`config.mk`:
```
export PLATFORM = sky130hd
export DESIGN_NAME = calc_arbiter
export DESIGN_NICKNAME = d
export VERILOG_FILES = /design/src/rtl/calc_arbiter.sv
export SDC_FILE = /design/constraint.sdc
export NUM_CORES = 1
export LEC_CHECK = 0
export ABC_CLOCK_PERIOD_IN_PS = 3750
export CORE_MARGIN = 2
export CORE_UTILIZATION = 46
export DETAILED_ROUTE_END_ITERATION = 10
export GPL_TIMING_DRIVEN = 0
export PLACE_DENSITY = 0.85
export SYNTH_ARGS = -nofsm -noshare
export SYNTH_HDL_FRONTEND = slang
export SYNTH_SLANG_ARGS = --single-unit
```
`constraint.sdc`:
```
create_clock -name clk -period 3.75 [get_ports clk]
set_clock_uncertainty 0.2 [all_clocks]
set_input_delay 0.375 -clock clk [delete_from_list [all_inputs] [get_ports clk]]
set_output_delay 0.375 -clock clk [all_outputs]
set_load 0.02 [all_outputs]
```
`src/rtl/calc_arbiter.sv`:
```
// calc_arbiter: shares one combinational 4-bit calculator between two requesters.
// Round-robin grant, registered operand issue, registered response with
// valid/ready backpressure, and delivered/error statistics counters.
module calc_arbiter #(
    parameter int CNT_W = 8
) (
    input  logic             clk,
    input  logic             rst_n,
    input  logic             req0_valid,
    output logic             req0_ready,
    input  logic [3:0]       req0_a,
    input  logic [3:0]       req0_b,
    input  logic [1:0]       req0_op,
    input  logic             req1_valid,
    output logic             req1_ready,
    input  logic [3:0]       req1_a,
    input  logic [3:0]       req1_b,
    input  logic [1:0]       req1_op,
    output logic [3:0]       calc_a,
    output logic [3:0]       calc_b,
    output logic [1:0]       calc_op_sel,
    input  logic [7:0]       calc_result,
    input  logic             calc_error,
    output logic             rsp_valid,
    input  logic             rsp_ready,
    output logic             rsp_id,
    output logic [7:0]       rsp_result,
    output logic             rsp_error,
    output logic [CNT_W-1:0] done_count,
    output logic [CNT_W-1:0] err_count
);

    typedef enum logic [1:0] {
        IDLE = 2'd0,
        EXEC = 2'd1,
        RESP = 2'd2
    } state_e;

    state_e           state_q, state_d;
    logic             lastGrant_q, lastGrant_d;
    logic [3:0]       calcA_q, calcA_d;
    logic [3:0]       calcB_q, calcB_d;
    logic [1:0]       calcOp_q, calcOp_d;
    logic             rspValid_q, rspValid_d;
    logic             rspId_q, rspId_d;
    logic [7:0]       rspResult_q, rspResult_d;
    logic             rspError_q, rspError_d;
    logic [CNT_W-1:0] doneCount_q, doneCount_d;
    logic [CNT_W-1:0] errCount_q, errCount_d;

    logic             grantId;
    logic             accept;

    // Choose who is served: the only valid requester, or on contention the one not served last.
    always_comb begin
        grantId = 1'b0;
        if (req0_valid && req1_valid) begin
            grantId = ~lastGrant_q;
        end else if (req1_valid) begin
            grantId = 1'b1;
        end
        req0_ready = (state_q == IDLE) && req0_valid && !grantId;
        req1_ready = (state_q == IDLE) && req1_valid && grantId;
        accept     = req0_ready || req1_ready;
    end

    // Next-state logic for the IDLE -> EXEC -> RESP -> IDLE sequence and its datapath registers.
    always_comb begin
        state_d     = state_q;
        lastGrant_d = lastGrant_q;
        calcA_d     = calcA_q;
        calcB_d     = calcB_q;
        calcOp_d    = calcOp_q;
        rspValid_d  = rspValid_q;
        rspId_d     = rspId_q;
        rspResult_d = rspResult_q;
        rspError_d  = rspError_q;
        doneCount_d = doneCount_q;
        errCount_d  = errCount_q;
        case (state_q)
            IDLE: begin
                if (accept) begin
                    calcA_d     = grantId ? req1_a  : req0_a;
                    calcB_d     = grantId ? req1_b  : req0_b;
                    calcOp_d    = grantId ? req1_op : req0_op;
                    rspId_d     = grantId;
                    lastGrant_d = grantId;
                    state_d     = EXEC;
                end
            end
            EXEC: begin
                rspResult_d = calc_result;
                rspError_d  = calc_error;
                rspValid_d  = 1'b1;
                state_d     = RESP;
            end
            RESP: begin
                if (rsp_ready) begin
                    rspValid_d  = 1'b0;
                    doneCount_d = doneCount_q + CNT_W'(1);
                    if (rspError_q && (errCount_q != '1)) begin
                        errCount_d = errCount_q + CNT_W'(1);
                    end
                    state_d = IDLE;
                end
            end
            default: begin
                state_d = IDLE;
            end
        endcase
    end

    // State register; synchronous reset abandons any in-flight command.
    always_ff @(posedge clk) begin
        if (!rst_n) begin
            state_q     <= IDLE;
            lastGrant_q <= 1'b1;
            calcA_q     <= '0;
            calcB_q     <= '0;
            calcOp_q    <= '0;
            rspValid_q  <= 1'b0;
            rspId_q     <= 1'b0;
            rspResult_q <= '0;
            rspError_q  <= 1'b0;
            doneCount_q <= '0;
            errCount_q  <= '0;
        end else begin
            state_q     <= state_d;
            lastGrant_q <= lastGrant_d;
            calcA_q     <= calcA_d;
            calcB_q     <= calcB_d;
            calcOp_q    <= calcOp_d;
            rspValid_q  <= rspValid_d;
            rspId_q     <= rspId_d;
            rspResult_q <= rspResult_d;
            rspError_q  <= rspError_d;
            doneCount_q <= doneCount_d;
            errCount_q  <= errCount_d;
        end
    end

    assign calc_a      = calcA_q;
    assign calc_b      = calcB_q;
    assign calc_op_sel = calcOp_q;
    assign rsp_valid   = rspValid_q;
    assign rsp_id      = rspId_q;
    assign rsp_result  = rspResult_q;
    assign rsp_error   = rspError_q;
    assign done_count  = doneCount_q;
    assign err_count   = errCount_q;

endmodule

```
==> impl_metrics.sql, run 1 <==
INSERT INTO impl_metrics (metric_group, metric, value, unit) VALUES
('power', 'power.combinational.fraction', '19.5', '%'),
('worst_setup_path', 'worst_flop_to_flop_path_endpoint', 'err_count[4]', ''),
('worst_setup_path', 'cp_data_required_time', '3.17', 'ns'),
('clocking', 'max-clock-path-buffers', '2', ''),
('clocking', 'number_of_clock_sinks', '40', ''),
('global_route', 'global_route.usage.total', '19.6', '%'),
('worst_setup_path', 'r2r_start', 'err_count[0]', ''),
('detailed_routing', 'avgRoutedWirePerCell', '12.6', 'µm'),
('floorplanning', 'io-pin-count', '73', ''),
('sta', 'report.final.slew_viol_count', '0', ''),
('worst_setup_path', 'critical_path_arrival', '2.02', 'ns'),
('worst_setup_path', 'setup.worst_path.start_class', 'input port', ''),
('detailed_routing', 'vias_per_cell', '5.09', ''),
('layout', 'nFillCells', '304', ''),
('power', 'ir_drop_worst_vdd', '0.000215', 'V'),
('layout', 'final_common_cell', 'clkdlybuf4s50_1', ''),
('worst_setup_path', 'r2r_cells', '5', ''),
('clocking', 'clk_pin_slew_worst_paths', '0.07', 'ns'),
('floorplanning', 'dieHeight', '65.9', 'µm'),
('logic_synthesis', 'synthesis.area', '0.00176', 'mm²'),
('detailed_routing', 'final_antenna_net_count', '0', ''),
('power', 'p_per_area', '383', 'mW/mm²'),
('layout', 'diodes', '0', ''),
('detailed_routing', 'drt_pre_antenna_iters', '4', ''),
('placement', 'portBuffers', '71', ''),
('logic_synthesis', 'seq_area_frac_synth', '45.4', '%'),
('layout', 'syn_to_final_growth', '49.8', '%'),
('logic_synthesis', 'post_synth_inst_count', '186', ''),
('clocking', 'tritoncts.num_buffers', '5', ''),
('global_route', 'first_global_vias', '1517', ''),
('sta', 'maxSlewHeadroom', '70.6', '%'),
('layout', 'drive_gt1_share', '4.91', '%'),
('detailed_routing', 'drt_wl_total', '3950', 'µm'),
('worst_setup_path', 'cp_max_fo', '10', ''),
('floorplanning', 'coreArea', '0.00366', 'mm²'),
('logic_synthesis', 'synth.area.top_cells', 'dfxtp_1 45%, nand2_1 7.7%, mux2i_1 6.2%', ''),
('sta', 'hold_viol_final', '0', ''),
('global_route', 'grt_max_degree', '13', ''),
('logic_synthesis', 'synth_top_cell_area_share', '45.4', '%'),
('power', 'report.power.total', '1010', 'µW'),
('logic_synthesis', 'synth_seq_cells', '40', ''),
('global_route', 'initial_antenna_violation_count', '0', ''),
('sta', 'final-setup-viol-count', '0', ''),
('power', 'p_leak', '0.00107', 'µW'),
('worst_hold_path', 'min_path_cells', '2', ''),
('sta', 'min_period_over_period', '69.3', '%'),
('sta', 'setup_repair_after_global_routing_missed_its_margin', 'false', ''),
('worst_setup_path', 'flop2flop_setup_slack', '2.04', 'ns'),
('worst_setup_path', 'worstSetupPathType', 'in2out', ''),
('clocking', 'cts_resized', '0', ''),
('power', 'internal', '754', 'µW'),
('detailed_routing', 'dr_total_vias', '1592', ''),
('logic_synthesis', 'yosys.area.top_type', 'dfxtp_1', ''),
('floorplanning', 'rows', '22', ''),
('logic_synthesis', 'syn-num-nets', '222', ''),
('detailed_routing', 'drt_iter0_markers', '64', ''),
('clocking', 'root_buffer', 'clkbuf_8', ''),
('worst_hold_path', 'min_path_type', 'in2reg', ''),
('status', 'run_status', 'completed', ''),
('sta', 'finalWorstPathRequiredPeriod', '2.60', 'ns'),
('floorplanning', 'initial_core_util', '48.2', '%'),
('placement', 'place.gp.congestion', '0.753', ''),
('sta', 'clock.fmax', '0.385', 'GHz'),
('logic_synthesis', 'syn_area_per_cell', '9.48', 'µm²'),
('global_route', 'overflow', '0', ''),
('job', 'timing.max_cap.violations', '0', ''),
('sta', 'setup_tns', '0', 'ns'),
('clocking', 'hold_buffers', '0', ''),
('layout', 'most-common-layout-cells', '71 x clkdlybuf4s50_1, 40 x dfxtp_1, 36 x nand2_1', ''),
('layout', 'layout.nets', '300', ''),
('clocking', 'clk_latency', '0.30', 'ns');
[per-stage QoR]
step	instance area (µm²)	setup slack, ns	hold WS (ns)	instances	util [%]
after floorplan	1760	2.06	0.310	186	-
after global placement	2530	1.17	0.240	305	69.2
after detailed placement	2530	1.15	0.248	305	69.2
after CTS	2640	1.14	0.230	313	72.1
after global routing	2640	1.05	0.238	313	72.1
final	2640	1.15	0.211	313	72.1
[cell families after synthesis]
group	share of synthesized area (%)
simple gates	22.1
mux	6.25
buf+inv	2.27
compound gates	17.5
flops	45.4
xor+xnor	4.97
fa+ha+maj	1.42
[power groups by stage]
stage | Clock [µW] | Sequential, µW | Combinational (µW)
floorplan | 0 | 501 | 73.6
global placement | 0 | 475 | 197
detailed placement | 0 | 475 | 199
CTS | 352 | 466 | 200
global route | 370 | 469 | 215
finish | 349 | 466 | 197
[flip-flops by register name (all words and copies together) (netlist names)]
name / cells
err_count: 8
rsp_error: 1
rsp_id: 1
done_count: 8
rsp_valid: 1
lastGrant_q: 1
state_q: 2
calc_op_sel: 2
rsp_result: 8
calc_b: 4
calc_a: 4
[worst max-delay path by stage]
stage,cells past startpoint,start,slack (ns),end
finish,5,req1_valid,1.15,req0_ready
global route,5,req1_valid,1.05,req0_ready
CTS,5,req1_valid,1.14,req0_ready
detailed placement,5,req1_valid,1.15,req0_ready
global placement,5,req1_valid,1.17,req0_ready
floorplan,4,err_count[0],2.06,err_count[6]
[cell type report]
class | count | area (µm²) | area share [%]
multi-input combinational | 137 | 922 | 34.9
buffer | 9 | 40.0 | 1.52
sequential | 40 | 801 | 30.3
clock inverter | 2 | 35.0 | 1.33
tap | 48 | 60.1 | 2.27
timing repair buffer | 71 | 711 | 26.9
clock buffer | 6 | 72.6 | 2.75
[per-layer routing]
layer	GRT usage, %	up-vias	part of all wire [%]
met5	0	-	0
met4	4.69	0	0.73
met3	9.03	4	8.1
met2	33.5	52	49
met1	22.1	731	42
li1	-	805	-
[worst max-delay path, stage by stage]
cell	delay (ns)
clkdlybuf4s50_1	0.49
a21boi_1	0.29
buf_4	0.27
nor2_1	0.07
clkdlybuf4s50_1	0.53
[cells in the mapped netlist]
cell type / count
or3_1: 3
nand3b_1: 1
nand4_1: 5
o41ai_1: 1
buf_4: 1
nand4b_1: 1
o211a_1: 10
o21a_1: 2
dfxtp_1: 40
xnor2_1: 7
nor2_1: 2
a21boi_0: 2
o21ai_0: 3
buf_2: 2
nor3b_1: 2
ha_1: 2
nand2_1: 36
nand3_1: 2
and3_1: 2
clkbuf_1: 6
a21boi_1: 13
o211ai_4: 1
a31o_2: 1
o21ai_1: 1
and3b_1: 1
and4b_2: 1
xor2_1: 3
and2_1: 12
nor3_1: 2
a21oi_1: 3
nor2b_1: 4
nand2b_1: 1
o211ai_1: 1
or4_1: 1
mux2i_1: 11
Note: power is estimated with default switching activity, not from simulation.
==> run 2, diff against run 1 <==
==> config.mk (replaced) <==
export PLATFORM = sky130hd
export DESIGN_NAME = calc_arbiter
export DESIGN_NICKNAME = d
export VERILOG_FILES = /design/src/rtl/calc_arbiter.sv
export SDC_FILE = /design/constraint.sdc
export NUM_CORES = 1
export LEC_CHECK = 0
export ABC_CLOCK_PERIOD_IN_PS = 2330
export CORE_MARGIN = 2
export CORE_UTILIZATION = 38
export DETAILED_ROUTE_END_ITERATION = 10
export GPL_TIMING_DRIVEN = 0
export PLACE_DENSITY = 0.75
export SYNTH_ARGS = -nofsm -noshare
export SYNTH_HDL_FRONTEND = slang
export SYNTH_SLANG_ARGS = --single-unit
==> constraint.sdc (replaced) <==
create_clock -name clk -period 2.33 [get_ports clk]
set_clock_uncertainty 0.2 [all_clocks]
set_input_delay 0.233 -clock clk [delete_from_list [all_inputs] [get_ports clk]]
set_output_delay 0.233 -clock clk [all_outputs]
set_load 0.02 [all_outputs]
==> run 2 against run 1 <==
  * Global-route usage down 4.5 points
  * Sequential share of layout area down 0.19 points
  * First-iteration DRC count down 31%
  * Sequential power up 61%
  * Flip-flop and latch count unchanged
  * Cell count up 1.3%
  * Clock power up 65%
  * Critical path depth unchanged
  * Worst hold slack worse by 0.13 ns
  * Highest routed layer unchanged
  * Critical endpoint unchanged
==> impl_metrics.sql, run 2 (synthesized netlist as in run 1, its figures left out) <==
INSERT INTO impl_metrics (metric_group, metric, value, unit) VALUES
('detailed_routing', 'drt_wl_total', '3760', 'µm'),
('global_route', 'overflow', '0', ''),
('sta', 'report.final.slew_viol_count', '0', ''),
('sta', 'setup_repair_after_global_routing_missed_its_margin', 'false', ''),
('global_route', 'grt_most_used_layer', 'met2', ''),
('clocking', 'cts_tree', 'done', ''),
('sta', 'maxSlewHeadroom', '70.9', '%'),
('layout', 'syn_to_final_growth', '50.7', '%'),
('layout', 'most-common-layout-cells', '71 x clkdlybuf4s50_1, 40 x dfxtp_1, 36 x nand2_1', ''),
('floorplanning', 'dieHeight', '72.1', 'µm'),
('floorplanning', 'io-pin-count', '73', ''),
('worst_setup_path', 'setup.worst_path.start_class', 'input port', ''),
('floorplanning', 'design.die.area', '0.00520', 'mm²'),
('placement', 'dp_hpwl', '2810', 'µm'),
('clocking', 'level_count_of_the_clock_h_tree', '2', ''),
('placement', 'portBuffers', '71', ''),
('layout', 'layout.nets', '300', ''),
('global_route', 'grt_first_pass_wirelength', '6120', 'µm'),
('detailed_routing', 'drt_iter0_markers', '44', ''),
('detailed_routing', 'count_of_unresolved_drc_violations_after_routing', '0', ''),
('detailed_routing', 'final_antenna_net_count', '0', ''),
('power', 'ir_drop_worst_vdd', '0.000366', 'V'),
('placement', 'pre_cts_ws', '0.0160', 'ns'),
('sta', 'worst_hold_slack', '0.0776', 'ns'),
('job', 'timing.max_cap.violations', '0', ''),
('floorplanning', 'die-width', '72.1', 'µm'),
('detailed_routing', 'avgRoutedWirePerCell', '11.9', 'µm'),
('layout', 'finalCoreUtilization', '60.2', '%'),
('worst_hold_path', 'min_path_type', 'in2reg', ''),
('global_route', 'first_global_vias', '1424', ''),
('layout', 'final_common_cell', 'clkdlybuf4s50_1', ''),
('sta', 'final-setup-viol-count', '0', ''),
('worst_setup_path', 'r2r_cells', '4', ''),
('layout', 'diodes', '0', ''),
('sta', 'setup_tns', '0', 'ns'),
('sta', 'post-route-worst-setup-slack', '0.113', 'ns'),
('layout', 'drive_gt1_share', '5.66', '%'),
('worst_setup_path', 'worst_flop_to_flop_path_endpoint', 'err_count[6]', ''),
('status', 'run_status', 'completed', ''),
('worst_hold_path', 'min_path_cells', '2', ''),
('global_route', 'met1_usage', '18.0', '%'),
('global_route', 'grt_use_met3', '6.53', '%'),
('power', 'p_per_area', '618', 'mW/mm²'),
('worst_setup_path', 'flop2flop_setup_slack', '0.67', 'ns'),
('floorplanning', 'coreArea', '0.00441', 'mm²'),
('worst_setup_path', 'cp_data_required_time', '1.90', 'ns'),
('sta', 'hold_viol_final', '0', ''),
('global_route', 'grt_use_met2', '24.1', '%'),
('worst_setup_path', 'r2r_start', 'err_count[0]', ''),
('clocking', 'clk_latency', '0.30', 'ns'),
('worst_hold_path', 'hp-start', 'rst_n', ''),
('clocking', 'number_of_clock_sinks', '40', ''),
('floorplanning', 'rows', '24', ''),
('placement', 'place.gp.congestion', '0.727', ''),
('clocking', 'tritoncts.num_buffers', '5', ''),
('global_route', 'grt_max_degree', '15', ''),
('worst_setup_path', 'cp_max_fo', '10', ''),
('worst_setup_path', 'endpoint_kind', 'primary output', ''),
('detailed_routing', 'dr_total_vias', '1556', ''),
('global_route', 'initial_antenna_violation_count', '0', ''),
('power', 'p_leak', '0.00107', 'µW'),
('global_route', 'global_route.usage.total', '15.1', '%'),
('clocking', 'clk_pin_slew_worst_paths', '0.08', 'ns'),
('sta', 'finalWorstPathRequiredPeriod', '2.22', 'ns'),
('clocking', 'root_buffer', 'clkbuf_8', ''),
('sta', 'clock.fmax', '0.451', 'GHz'),
('worst_setup_path', 'critical_path_arrival', '1.78', 'ns'),
('sta', 'min_period_over_period', '95.2', '%'),
('power', 'report.power.total', '1640', 'µW'),
('worst_setup_path', 'worstSetupPathType', 'in2out', ''),
('worst_hold_path', 'min_delay_worst_endpoint', 'lastGrant_q', ''),
('clocking', 'max-clock-path-buffers', '2', ''),
('floorplanning', 'initial_core_util', '39.9', '%'),
('detailed_routing', 'drt_pre_antenna_iters', '3', ''),
('sta', 'worst-slew-pin-transition', '0.436', 'ns'),
('clocking', 'cts_post_setup_buffers_inserted', '0', ''),
('detailed_routing', 'vias_per_cell', '4.91', '');
run 2: area by class of cell:
class,instances,area (µm²)
Fill cell,390,1760
Timing Repair Buffer,71,711
Clock buffer,5,68.8
Multi-Input combinational cell,137,926
Clock inverter,3,46.3
Sequential cell,40,801
Buffer,9,40.0
Tap cell,52,65.1
run 2: critical path, cell delays in order:
cell and delay, ns:
clkdlybuf4s50_1 0.55, a21boi_2 0.10, buf_4 0.20, nor2_1 0.11
clkdlybuf4s50_1 0.60
run 2: worst max-delay path by stage:
stage | from | end | slack, ns
floorplan | err_count[0] | err_count[6] | 0.64
global placement | req1_valid | req0_ready | 0.04
detailed placement | req1_valid | req0_ready | 0.02
CTS | req1_valid | req0_ready | 0.009
global route | state_q[1] | req0_ready | 0.03
finish | req0_valid | req0_ready | 0.11
run 2: per-layer routing:
layer / vias to the layer above / wire, µm
met2: 45 / 1760
met3: 6 / 323
li1: 801 / -
met1: 704 / 1630
met5: - / 0
met4: 0 / 48
run 2: metrics by stage:
step                      instances  cell area (µm²)
after floorplan                 186             1760
after global placement          309             2540
after detailed placement        309             2540
after CTS                       317             2650
after global routing            317             2660
final                           317             2660
run 2: what timing repair did:
action,CTS,global route
endpoints found under the setup margin,0,2
resized for setup,0,1
hold buffers,0,0
run 2: where the power goes:
part,internal [µW],leakage [µW],switching [µW]
Combinational,172,0.000690,146
Clock,322,0.0000548,252
Sequential,724,0.000327,25.1
Total,1220,0.00107,423
==> run 3, diff against run 2 <==
--- a/config.mk
+++ b/config.mk
@@ -6,6 +6,7 @@
 export NUM_CORES = 1
 export LEC_CHECK = 0
 export ABC_CLOCK_PERIOD_IN_PS = 2330
+export CAP_MARGIN = 20
 export CORE_MARGIN = 2
 export CORE_UTILIZATION = 38
 export DETAILED_ROUTE_END_ITERATION = 10
==> results of run 3 <==
No change in the layout: final DEF, timing and power equal those of run 2.
